==> src/rtl/symbol_timing_ctrl_if.sv <==
// Control/status bundle between the register block and the symbol timing controller.
interface symbol_timing_ctrl_if #(
  parameter int unsigned NB_COUNT  = 2,
  parameter int unsigned NB_WINDOW = 16
);
  logic                 i_enable;
  logic [NB_COUNT-1:0]  i_phase;
  logic                 i_phase_load;
  logic                 i_start;
  logic [NB_WINDOW-1:0] i_window_len;
  logic                 o_tx_valid;
  logic                 o_rx_sample;
  logic [NB_COUNT-1:0]  o_phase;
  logic                 o_window_active;
  logic                 o_window_done;
  logic [NB_WINDOW-1:0] o_symbol_count;
  logic [1:0]           o_state;

  modport master (
    output i_enable, i_phase, i_phase_load, i_start, i_window_len,
    input  o_tx_valid, o_rx_sample, o_phase, o_window_active, o_window_done,
           o_symbol_count, o_state
  );

  modport slave (
    input  i_enable, i_phase, i_phase_load, i_start, i_window_len,
    output o_tx_valid, o_rx_sample, o_phase, o_window_active, o_window_done,
           o_symbol_count, o_state
  );
endinterface

==> src/rtl/symbol_timing_ctrl.sv <==
// Symbol timing controller: oversampling phase counter, tx/rx strobes and a
// measurement window sequencer counting rx samples.
module symbol_timing_ctrl #(
  parameter int unsigned NB_COUNT  = 2,
  parameter int unsigned NB_WINDOW = 16
) (
  input logic                clock,
  input logic                i_reset,
  symbol_timing_ctrl_if.slave bus
);

  typedef enum logic [1:0] {
    StIdle    = 2'd0,
    StRun     = 2'd1,
    StMeasure = 2'd2,
    StDone    = 2'd3
  } state_e;

  localparam logic [NB_COUNT-1:0]  CntMax = '1;
  localparam logic [NB_WINDOW-1:0] SymMax = '1;

  state_e               state_q, state_d;
  logic [NB_COUNT-1:0]  cnt_q, cnt_d;
  logic [NB_COUNT-1:0]  phase_q, phase_d;
  logic [NB_COUNT-1:0]  pend_q, pend_d;
  logic [NB_WINDOW-1:0] len_q, len_d;
  logic [NB_WINDOW-1:0] sym_q, sym_d;

  logic running, wrap, tx_strobe, rx_strobe;

  assign running   = (state_q != StIdle);
  assign wrap      = (cnt_q == CntMax);
  assign tx_strobe = running && wrap;
  assign rx_strobe = running && (cnt_q == phase_q);

  always_comb begin
    state_d = state_q;
    cnt_d   = cnt_q + NB_COUNT'(1);
    pend_d  = bus.i_phase_load ? bus.i_phase : pend_q;
    phase_d = phase_q;
    len_d   = len_q;
    sym_d   = sym_q;

    // Changing the active phase only at the symbol boundary keeps exactly one
    // rx strobe per symbol period; in IDLE there is no period to protect.
    if (state_q == StIdle) begin
      phase_d = bus.i_phase_load ? bus.i_phase : pend_q;
    end else if (wrap) begin
      phase_d = pend_q;
    end

    unique case (state_q)
      StIdle: begin
        cnt_d = '0;
        if (bus.i_enable) begin
          state_d = StRun;
        end
      end
      StRun: begin
        if (!bus.i_enable) begin
          state_d = StIdle;
          cnt_d   = '0;
        end else if (bus.i_start && (bus.i_window_len != '0)) begin
          state_d = StMeasure;
          len_d   = bus.i_window_len;
          sym_d   = '0;
        end
      end
      StMeasure: begin
        if (!bus.i_enable) begin
          state_d = StIdle;
          cnt_d   = '0;
        end else if (rx_strobe) begin
          sym_d = (sym_q == SymMax) ? sym_q : sym_q + NB_WINDOW'(1);
          if (sym_q == len_q - NB_WINDOW'(1)) begin
            state_d = StDone;
          end
        end
      end
      StDone: begin
        if (!bus.i_enable) begin
          state_d = StIdle;
          cnt_d   = '0;
        end else begin
          state_d = StRun;
        end
      end
      default: begin
        state_d = StIdle;
        cnt_d   = '0;
      end
    endcase
  end

  always_ff @(posedge clock or negedge i_reset) begin
    if (!i_reset) begin
      state_q <= StIdle;
      cnt_q   <= '0;
      phase_q <= '0;
      pend_q  <= '0;
      len_q   <= '0;
      sym_q   <= '0;
    end else begin
      state_q <= state_d;
      cnt_q   <= cnt_d;
      phase_q <= phase_d;
      pend_q  <= pend_d;
      len_q   <= len_d;
      sym_q   <= sym_d;
    end
  end

  assign bus.o_tx_valid      = tx_strobe;
  assign bus.o_rx_sample     = rx_strobe;
  assign bus.o_phase         = phase_q;
  assign bus.o_window_active = (state_q == StMeasure);
  assign bus.o_window_done   = (state_q == StDone);
  assign bus.o_symbol_count  = sym_q;
  assign bus.o_state         = state_q;

endmodule

==> src/flat_wrapper.sv <==
// flat-port wrapper written by rule: the top's interface ports become plain ports
module symbol_timing_ctrl_flat 
#(
  parameter int unsigned NB_COUNT  = 2,
  parameter int unsigned NB_WINDOW = 16
)
  (clock, i_reset, bus_i_enable, bus_i_phase, bus_i_phase_load, bus_i_start, bus_i_window_len, bus_o_tx_valid, bus_o_rx_sample, bus_o_phase, bus_o_window_active, bus_o_window_done, bus_o_symbol_count, bus_o_state);
  symbol_timing_ctrl_if #(.NB_COUNT(NB_COUNT), .NB_WINDOW(NB_WINDOW)) bus_i ();
  input logic clock;
  input logic i_reset;
  input wire logic [$bits(bus_i.i_enable)-1:0] bus_i_enable;
  input wire logic [$bits(bus_i.i_phase)-1:0] bus_i_phase;
  input wire logic [$bits(bus_i.i_phase_load)-1:0] bus_i_phase_load;
  input wire logic [$bits(bus_i.i_start)-1:0] bus_i_start;
  input wire logic [$bits(bus_i.i_window_len)-1:0] bus_i_window_len;
  output wire logic [$bits(bus_i.o_tx_valid)-1:0] bus_o_tx_valid;
  output wire logic [$bits(bus_i.o_rx_sample)-1:0] bus_o_rx_sample;
  output wire logic [$bits(bus_i.o_phase)-1:0] bus_o_phase;
  output wire logic [$bits(bus_i.o_window_active)-1:0] bus_o_window_active;
  output wire logic [$bits(bus_i.o_window_done)-1:0] bus_o_window_done;
  output wire logic [$bits(bus_i.o_symbol_count)-1:0] bus_o_symbol_count;
  output wire logic [$bits(bus_i.o_state)-1:0] bus_o_state;
  assign bus_i.i_enable = bus_i_enable;
  assign bus_i.i_phase = bus_i_phase;
  assign bus_i.i_phase_load = bus_i_phase_load;
  assign bus_i.i_start = bus_i_start;
  assign bus_i.i_window_len = bus_i_window_len;
  assign bus_o_tx_valid = bus_i.o_tx_valid;
  assign bus_o_rx_sample = bus_i.o_rx_sample;
  assign bus_o_phase = bus_i.o_phase;
  assign bus_o_window_active = bus_i.o_window_active;
  assign bus_o_window_done = bus_i.o_window_done;
  assign bus_o_symbol_count = bus_i.o_symbol_count;
  assign bus_o_state = bus_i.o_state;
  symbol_timing_ctrl #(.NB_COUNT(NB_COUNT), .NB_WINDOW(NB_WINDOW)) u_core (.clock(clock), .i_reset(i_reset), .bus(bus_i));
endmodule
==> config.mk <==
export PLATFORM = sky130hd
export DESIGN_NAME = symbol_timing_ctrl_flat
export DESIGN_NICKNAME = d
export VERILOG_FILES = /design/src/rtl/symbol_timing_ctrl_if.sv /design/src/rtl/symbol_timing_ctrl.sv /design/src/flat_wrapper.sv
export SDC_FILE = /design/constraint.sdc
export NUM_CORES = 1
export LEC_CHECK = 0
export CAP_MARGIN = 10
export CORE_AREA = 4 4 73 75
export DETAILED_ROUTE_END_ITERATION = 12
export DIE_AREA = 0 0 77 79
export PLACE_DENSITY = 0.78
export SYNTH_ARGS = -nofsm -noshare
export SYNTH_HDL_FRONTEND = slang
export SYNTH_SLANG_ARGS = --single-unit
==> constraint.sdc <==
create_clock -name clock -period 3.35 [get_ports clock]
set_input_delay 0.5025 -clock clock [delete_from_list [all_inputs] [get_ports clock]]
set_output_delay 0.5025 -clock clock [all_outputs]
set_load 0.03 [all_outputs]
* After elaboration in Yosys (flattened, before gate mapping)
Index checks and enable logic that the tools add are counted.
** Storage, ports and cells
- Output and inout bits :: 24
- Input bits :: 23
- Register bits :: 40
- Word-level logic and storage cells :: 56
** Cells by class
- Eq/ne operators :: 16
- Muxes and demuxes :: 19
- Add/subtract/negate cells :: 3
- Reductions and logical operators :: 12
** Operators with widths (count)
- $mux W16 :: 5
- $pmux W16 S2 :: 1
- $mux W2 :: 10
- $add A16 B1 Y16 const B :: 1
- $eq A16 B16 Y1 :: 1
- $eq A16 B16 Y1 const B :: 1
- $reduce_bool A16 Y1 :: 1
- $sub A16 B1 Y16 const B :: 1
- $ne A2 B2 Y1 const B :: 5
- $pmux W2 S4 :: 1
- $eq A2 B2 Y1 const B :: 3
- $ne A3 B2 Y1 const B :: 2
- $reduce_and A6 Y1 :: 1
- $reduce_bool A2 Y1 :: 3
- $pmux W2 S2 :: 1
- $reduce_and A4 Y1 :: 1
- $logic_and A1 B1 Y1 :: 3
- $ne A3 B3 Y1 const B :: 1
- $reduce_and A3 Y1 :: 1
- $reduce_or A3 Y1 :: 1
- $add A2 B1 Y2 const B :: 1
- $eq A2 B1 Y1 const B :: 1
- $eq A2 B2 Y1 :: 1
- $logic_not A2 Y1 :: 1
- 2 further kinds :: 2

* Depth between registers and ports, before layout
- Word-level depth :: 6
- Mapped depth :: 8
- Gate-level depth less buffers :: 8

* Worst setup path after synthesis
No wires, ideal clock.
- Kind :: register to register
- From :: register u_core.len_q[3]
- To :: register u_core.state_q[0] (netlist: u_core.bus.o_state[0])
- Library setup time :: 0.095 ns
- Path buffers :: 1
- Arrival time :: 2.454 ns
- Required time :: 3.255 ns
- Cell stages (with the launch flop) :: 8
- Slack :: 0.800 ns
- Clock period less this slack :: 2.550 ns
- Path through :: dfrtp_1 or4_1 buf_2 nor3_1 nand3_1 xnor2_1 or4b_1 o31ai_1
** Between the ends
- Longest elaborated chain between the ends :: 4
** Ends and longest elaborated chain
- start: declaration :: line symbol_timing_ctrl.sv:26 : logic [NB_WINDOW-1:0] len_q, len_d;
- start signal: assignment :: line symbol_timing_ctrl.sv:108 : len_q <= len_d;
- $sub A16 B1 Y16 :: line symbol_timing_ctrl.sv:75 : if (sym_q == len_q - NB_WINDOW'(1)) begin
- $eq A16 B16 Y1 :: line symbol_timing_ctrl.sv:75
- $ne A3 B2 Y1 (no source line)
- $reduce_and A4 Y1 (no source line)
- end signal: assignment :: line symbol_timing_ctrl.sv:97 : state_q <= StIdle;
- end signal: assignment :: line symbol_timing_ctrl.sv:104 : state_q <= state_d;
- end: declaration :: line symbol_timing_ctrl.sv:22 : state_e state_q, state_d;
Every way passes these cells.
A chain may end at the register's enable or synchronous reset.

* Worst setup path in the final report
Ends and elaborated chain as after synthesis.

==> results_dict.tcl <==
set metrics [dict create \
    switching_share 0.3246 \
    postCtsSetupBuffers 0 \
    holdWs_ps 319.8 \
    endpoint_kind "register" \
    crit_family "simple AND/OR/NAND/NOR gates" \
    vias_per_cell 5.869 \
    ys_ff_latch 40 \
    maxCapViolCount 0 \
    hpwl_um 4173 \
    drc 0 \
    cp.required_ps 3560 \
    power_frac_comb 0.277 \
    synth_top_cell_area_share 0.4233 \
    num_rows 25 \
    cts_tree "built" \
    cp-startpoint "u_core.len_q[3]" \
    p_leak_nw 1.202 \
    io_pins 47 \
    die_w_um 77 \
    syn2layout_area_growth_pct 24.39 \
    vias 2019 \
    htreeDepth 2 \
    synth-edff-count 0 \
    p_int_uw 878.8 \
    mostFrequentLayoutCells "clkdlybuf4s50_1 (45), dfrtp_1 (40), nor2_1 (24), xor2_1 (16), mux2_2 (16)" \
    cts_inserted_buffers 5 \
    cts_buffer_depth 2 \
    crit_chain "or4_1 -> nor3_1 -> nand3_1 -> xnor2_1 -> or4b_1 -> o31ai_1" \
    crit_buf_inv 0 \
    die_h_um 79 \
    final_util 0.6311 \
    hold_path.class "primary input to async pin" \
    fmax_mhz 365.1 \
    gr-usage-all-layers 0.1952 \
    synth-seq-area-share 0.4233 \
    ant_nets 0 \
    p_per_area_nw_per_um2 442.3 \
    slew_violations 0 \
    ys.flop_type "dfrtp_1" \
    wirelength_um 5468 \
    cpPeakStageDelay_ps 660 \
    synth_largest_area_cell "dfrtp_1" \
    grt_start_max_net_pins 41 \
    n_fill_cell 387 \
    tightest_slew_ps 876.6 \
    syn_nets 270 \
    setup_viol 0 \
    antenna_found_initial 0 \
    worst_r2r_path_depth 6 \
    hold_viol_final 0 \
    layout.cells.most_common "clkdlybuf4s50_1" \
    synth_cell_types 44 \
    nets 316 \
    grt_pass1_wl_um 9418 \
    clk_pin_slew_ps 70 \
    port_buffers 46 \
    rrSetupSlack_ps 610 \
    die_area_um2 6083 \
    cts_resized 0 \
    synth_area_um2 2365 \
    core_region_area_um2 4661 \
    syn_inst 244 \
    pwr-share-seq 0.489 \
    path_depth 6 \
    slew_headroom 0.4156 \
    drt_iter0_drc 184 \
    skew_ps 4.933 \
    p_switching_uw 422.4 \
    synthArstFlopShare 1.000 \
    cp-start-kind "register" \
    post-route-min-period_ps 2739 \
    grt_setup_unrepaired "no" \
    overflow 0 \
    timing.rr.end "u_core.bus.o_state[0]" \
    syn_avg_cell_area_um2 9.692 \
    start_util 0.5074 \
    diodes 0 \
    worst_slack_ps 611.1 \
    yosys_warnings 0 \
    drive_above_1_share 0.09310 \
    outcome "finished clean" \
    gp_congestion 0.8808 \
    clockRootBuffer "clkbuf_8" \
    wire_per_inst_um 15.90 \
    path_class "register to register" \
    post-route-period-util 0.8176 \
    critPathMaxFanout 7 \
    critPathArrivalTime_ps 2950 \
    cts-hold-fix-buffers 0 \
    reg2reg_from "u_core.len_q[3]" \
    power_frac_clock 0.234 \
    yosys-top-cells-area "dfrtp_1 (42%), mux2_2 (7.6%), xor2_1 (5.9%)" \
    firstDrtPassIters 4 \
    clkLatencyLatePin_ps 300 \
    dp_slack_ps 618.0 \
    cts.sinks 40 \
    irDropWorstVdd_uv 247.2 \
    grt_pass1_vias 1932 \
    slowest_stage "or4_1" \
    final.setup.tns_ps 0 \
    p_total_mw 1.301 \
]
[registers in the layout, summed over array words and instances (netlist names)]
name                       cells
u_core.len_q                  16
u_core.bus.o_state             2
u_core.bus.o_phase             2
u_core.pend_q                  2
u_core.cnt_q                   2
u_core.bus.o_symbol_count     16
[worst max path at each step]
stage | slack [ps] | to
after global routing | 400 | u_core.bus.o_state[0]
after CTS | 600 | u_core.bus.o_state[0]
after detailed placement | 620 | u_core.bus.o_state[0]
after floorplan | 800 | u_core.bus.o_state[0]
final | 610 | u_core.bus.o_state[0]
after global placement | 690 | u_core.bus.o_state[0]
[metal layers]
layer / vias up / share of wire / GRT usage
met1: 967 / 0.44 / 0.2482
met5: - / 0 / 0
met3: 8 / 0.072 / 0.04422
met4: 0 / 0.016 / 0.07295
met2: 75 / 0.47 / 0.3267
li1: 969 / - / -
[synthesized netlist by cell type, drive strengths merged, types with 4 or more instances]
cell,instances
and3,7
buf,4
clkbuf,4
dfrtp,40
inv,9
mux2,16
mux2i,4
nand2,13
nand2b,4
nand3,10
nand4,5
nor2,24
nor2b,4
nor3,8
nor3b,4
nor4,8
o21ai,10
or3,4
xnor2,15
xor2,16
[stage by stage]
step                cell area [µm²]  cells
finish                         2942    344
global route                   2942    344
CTS                            2942    344
detailed placement             2864    337
global placement               2864    337
floorplan                      2365    244
[cell type report]
cell class	count	area [µm²]	share of cell area
multi-input cells	187	1299	0.4415
clock buffers	6	72.57	0.02467
well taps	54	67.56	0.02297
repair buffers	47	462.9	0.1574
clock inverters	1	5.005	0.001701
flip-flops and latches	40	1001	0.3403
inverters	9	33.78	0.01148
[power groups by stage]
stage	Sequential, mW	Combinational (mW)	Clock (mW)
after floorplan	0.633	0.250	0
after detailed placement	0.645	0.361	0
after global routing	0.650	0.396	0.337
after CTS	0.635	0.364	0.313
after global placement	0.639	0.356	0
final	0.636	0.360	0.305
[cells by family after synthesis]
group                    after synthesis  share of synthesized area
flip-flops                            40                     0.4233
AND/OR/NAND/NOR                      103                     0.2355
XOR/XNOR                              31                     0.1148
AO/OA/AOI/OAI                         30                    0.08996
buffers and inverters                 17                    0.02751
multiplexers                          20                    0.09312
adder cells (fa/ha/maj)                3                    0.01587
Power figures use the tool's default switching activity.
